[src/rtl/coherence_bus_arbiter.sv]
// Two-cache snooping bus arbiter: round-robin grant, one-cycle snoop, dirty
// cache-to-cache supply with RAM update, and block lock while cctrans is held.
module coherence_bus_arbiter (
    input  logic             CLK,
    input  logic             RST,
    input  logic [1:0]       cctrans,
    input  logic [1:0]       dREN,
    input  logic [1:0]       dWEN,
    input  logic [1:0][31:0] daddr,
    input  logic [1:0][31:0] dstore,
    input  logic [1:0]       ccwrite,
    input  logic [1:0]       ccdirty,
    output logic [1:0]       dwait,
    output logic [1:0][31:0] dload,
    output logic [1:0]       ccwait,
    output logic [1:0]       ccinv,
    output logic [1:0][31:0] ccsnoopaddr,
    output logic             ramREN,
    output logic             ramWEN,
    output logic [31:0]      ramaddr,
    output logic [31:0]      ramstore,
    input  logic [31:0]      ramload,
    input  logic             ramready
);

    typedef enum logic [2:0] {IDLE, SNOOP, SUPPLY, MEM, DONE} state_t;

    state_t state_q;
    logic   owner_q;
    logic   last_grant_q;

    logic [1:0] valid;
    logic       grant;
    logic       peer;

    assign valid = cctrans & (dREN | dWEN);
    assign peer  = ~owner_q;

    // A tie goes to the cache that was not served last.
    always_comb begin
        grant = valid[1];
        if (valid == 2'b11) begin
            grant = ~last_grant_q;
        end
    end

    always_ff @(posedge CLK) begin
        if (RST) begin
            state_q      <= IDLE;
            owner_q      <= 1'b0;
            last_grant_q <= 1'b1;
        end else begin
            case (state_q)
                IDLE: begin
                    if (|valid) begin
                        owner_q <= grant;
                        state_q <= dWEN[grant] ? MEM : SNOOP;
                    end
                end
                SNOOP: begin
                    state_q <= ccdirty[peer] ? SUPPLY : MEM;
                end
                SUPPLY, MEM: begin
                    if (ramready) begin
                        state_q <= DONE;
                    end
                end
                DONE: begin
                    // Lock held: next word skips arbitration; no strobe means wait here.
                    if (cctrans[owner_q]) begin
                        if (dWEN[owner_q]) begin
                            state_q <= MEM;
                        end else if (dREN[owner_q]) begin
                            state_q <= SNOOP;
                        end
                    end else begin
                        last_grant_q <= owner_q;
                        state_q      <= IDLE;
                    end
                end
                default: begin
                    state_q <= IDLE;
                end
            endcase
        end
    end

    always_comb begin
        dwait       = '1;
        dload       = '0;
        ccwait      = '0;
        ccinv       = '0;
        ccsnoopaddr = '0;
        ramREN      = 1'b0;
        ramWEN      = 1'b0;
        ramaddr     = '0;
        ramstore    = '0;
        if (!RST) begin
            case (state_q)
                SNOOP: begin
                    ccwait[peer]      = 1'b1;
                    ccinv[peer]       = ccwrite[owner_q];
                    ccsnoopaddr[peer] = daddr[owner_q];
                end
                SUPPLY: begin
                    // Snooped cache keeps the address so it can drive its dirty word.
                    ccwait[peer]      = 1'b1;
                    ccinv[peer]       = ccwrite[owner_q];
                    ccsnoopaddr[peer] = daddr[owner_q];
                    ramWEN            = 1'b1;
                    ramaddr           = daddr[owner_q];
                    ramstore          = dstore[peer];
                    dload[owner_q]    = dstore[peer];
                    dwait[owner_q]    = ~ramready;
                end
                MEM: begin
                    ramREN         = dREN[owner_q] & ~dWEN[owner_q];
                    ramWEN         = dWEN[owner_q];
                    ramaddr        = daddr[owner_q];
                    ramstore       = dstore[owner_q];
                    dload[owner_q] = ramload;
                    dwait[owner_q] = ~ramready;
                end
                default: begin
                end
            endcase
        end
    end

endmodule

[config.mk]
export PLATFORM = sky130hd
export DESIGN_NAME = coherence_bus_arbiter
export DESIGN_NICKNAME = d
export VERILOG_FILES = /design/src/rtl/coherence_bus_arbiter.sv
export SDC_FILE = /design/constraint.sdc
export NUM_CORES = 1
export LEC_CHECK = 0
export ABC_AREA = 0
export BUFFER_PORTS_ARGS = -buffer_cell sky130_fd_sc_hd__buf_2
export CAP_MARGIN = 20
export CORE_AREA = 2 2 144 146
export DETAILED_ROUTE_END_ITERATION = 8
export DIE_AREA = 0 0 146 148
export GPL_ROUTABILITY_DRIVEN = 1
export PLACE_DENSITY = 0.44
export SLEW_MARGIN = 25
export SYNTH_ARGS = -nofsm -noshare
export SYNTH_HDL_FRONTEND = slang
export SYNTH_SLANG_ARGS = --single-unit
[constraint.sdc]
create_clock -name CLK -period 2.4 [get_ports CLK]
set_input_delay 0.24 -clock CLK [delete_from_list [all_inputs] [get_ports CLK]]
set_output_delay 0.24 -clock CLK [all_outputs]
set_load 0.02 [all_outputs]
==> out/results.ini <==
[run_status]
status=complete, no violations

[critical_path]
worstSetupEndpoint=ccsnoopaddr[56]
cp-end-kind=output pin
arrival_ps=2000
crit_fanout=34
worstReg2RegEnd=state_q[1]
worstSetupStartpointType=flop
ff2ff_setup_slack_ps=610
worstPathRequired_ps=2160
startpoint=state_q[0]
setup.worst_path.class=flop to output pin
r2r-start=state_q[0]
reg2regPathDepth=4

[yosys]
netlist_area_sq_mm=0.00259
synth_mux_area_frac=0.139
avgSynthCellArea_sq_um=5.29
syn_nets=663
synth_xor_area_frac=0.0101
yosys.area.top_type=nand2_1
syn_inst=490
synth.area.top_cells=nand2_1 24%, a21oi_1 19%, and2_1 16%, mux2i_1 14%, nor2_1 5.1%
synth_simple_gate_area_frac=0.510
synth_cell_types=38
synth_compound_area_frac=0.228
synth_top_family_by_area=simple AND/OR/NAND/NOR gates
ys_ff_latch=5
synth_top_area_share=0.242
ys_seq_area_frac=0.0386
synthAdderAreaFrac=0
synth_warnings=0

[timing]
post-route-min-period_ps=2240
drv_slew=0
max_slew_margin=0.700
final-setup-viol-count=0
fmax_mhz=446
finClkSkew_ps=1.45
finalCritPeriodShare=0.935
tns_ps=0
rsz0062_at_grt=no
hold_viol=0
whs_ps=289
worst_pin_slew_ps=449

[job]
drv_cap=0

[worst_hold_path]
min_path_type=primary input to flop

[clock_tree]
cts_sinks=5
root_buffer=clkbuf_16
numCtsBuffers=3
cts_tree=built
post_cts_buffers=0
cts_buffer_depth=2
clk_latency_ps=230
clk_pin_slew_ps=30
cts_htree_levels=1

[global_route]
antenna_found_initial=0
gr-usage-all-layers=0.142
grt_pass1_wl_um=24800
grt_max_degree=65
grt-ovfl-total=0
grt_pass1_vias=4473

[routing]
drt_pass1_iterations=5
vias_per_cell=4.21
wl_per_cell_um=15.4
drc_errors=0
routed_wl_um=17000
drt.antenna.violating_nets=0
via_count=4656
drtIter0Drc=192

[die]
die_w_um=146
die-height_um=148
ios=373
core_area_sq_mm=0.0200
start_util=0.129
rows=52
die_area_sq_mm=0.0216

[placed_design]
hpwl_um=13700
dpl_cell_area_sq_mm=0.00481
port_buffers=372
place_congestion=0.831

[layout]
layout.nets=1011
multiInputGateArea_sq_mm=0.00234
regArea_sq_um=101
nFillCells=2357
antennaDiodeCount=0
fin_area_sq_mm=0.00490
drive_gt1_frac=0.476
syn2layout_area_growth_pct=89.0

[pwr]
power.leakage_nw=2.92
ir_drop_uv=254
powerDensity_mw_per_mm2=409

## how the worst min path moves through the flow
| stage | start | end | slack [ps] | depth (start not counted) |
|---|---|---|---|---|
| 2_1_floorplan | RST | owner_q | 310 | 1 |
| 3_3_place_gp | last_grant_q | last_grant_q | 510 | 2 |
| 3_5_place_dp | last_grant_q | last_grant_q | 520 | 2 |
| 4_1_cts | RST | owner_q | 280 | 2 |
| 5_1_grt | RST | owner_q | 310 | 2 |
| 6_report | RST | owner_q | 290 | 2 |
## placed cells by master (no fill, tap or decap), types with 2 or more instances in the layout
| master | n |
|---|---|
| buf_2 | 372 |
| nand2_1 | 166 |
| a21oi_1 | 100 |
| and2_1 | 67 |
| mux2i_1 | 35 |
| nor2_1 | 35 |
| buf_12 | 6 |
| buf_4 | 5 |
| nand3_1 | 4 |
| o21ai_0 | 4 |
| dfxtp_1 | 4 |
| nand2b_1 | 3 |
| clkbuf_16 | 3 |
| inv_1 | 2 |
| nor3_1 | 2 |
| or3_1 | 2 |
## cell families (layout without fill, tap and decap cells)
| family | count (synthesis) | count (layout) |
|---|---|---|
| flops | 5 | 5 |
| mux | 36 | 36 |
| buf+inv | 43 | 390 |
| xor+xnor | 3 | 3 |
| compound gates | 113 | 113 |
| simple gates | 290 | 290 |
## layer usage
metal,GRT usage,part of all wire,vias up
li1,-,-,2301
met1,0.180,0.42,2088
met2,0.262,0.50,257
met3,0.0191,0.069,10
met4,0.0199,0.010,0
met5,0,0,-
## flip-flops by register name, indices dropped and copies added (netlist names)
register / count
state_q: 3
last_grant_q: 1
owner_q: 1
## report_power, final
group,internal [mW],switching [mW]
Combinational,0.586,1.01
Sequential,0.0982,0.0358
Clock,0.220,0.0544
## cells in the mapped netlist, drive strengths merged
| cell | n |
|---|---|
| nor2 | 37 |
| nand3 | 4 |
| o211ai | 1 |
| inv | 2 |
| and2 | 67 |
| a211o | 1 |
| nor2b | 1 |
| clkbuf | 23 |
| o2111ai | 1 |
| mux2i | 35 |
| nor3 | 2 |
| a31oi | 1 |
| a21boi | 1 |
| xor2 | 1 |
| nand3b | 1 |
| a21o | 1 |
| nand2b | 4 |
| or3 | 3 |
| o2bb2ai | 1 |
| buf | 18 |
| o21ai | 4 |
| o31ai | 1 |
| or3b | 2 |
| and2b | 1 |
| xnor2 | 2 |
| and3 | 1 |
| nand2 | 167 |
| a311oi | 1 |
| a21oi | 100 |
| mux2 | 1 |
| dfxtp | 5 |
## worst max-delay path, cell delays in order (launching register included)
cell and delay [ps]:
dfxtp_1 560, xnor2_1 120, or3_4 370, nor2_2 90, buf_4 290, and2_1 180
buf_2 160
## stage by stage
step | worst slack, ps | utilization | cells | power [mW]
after floorplan | 626 | - | 490 | 1.07
after CTS | 73.1 | 0.244 | 1107 | 2.02
after detailed placement | 327 | 0.240 | 1103 | 1.74
after global placement | 338 | 0.240 | 1103 | 1.73
final | 155 | 0.245 | 1107 | 2.00
after global routing | 33.3 | 0.245 | 1107 | 2.17
## area by class of cell
type | count | share of cell area
multi-input combinational | 442 | 0.478
tap | 270 | 0.0689
clock buffer | 4 | 0.0161
sequential | 5 | 0.0207
timing repair buffer | 384 | 0.414
inverter | 2 | 0.00153
## what timing repair did
| action | 4_1_cts | 5_1_grt |
|---|---|---|
| hold buffers | 0 | 0 |
| resized for setup | 0 | 2 |
| endpoints found under the setup margin | 0 | 3 |
No activity file was read; power rests on OpenSTA's default activity.
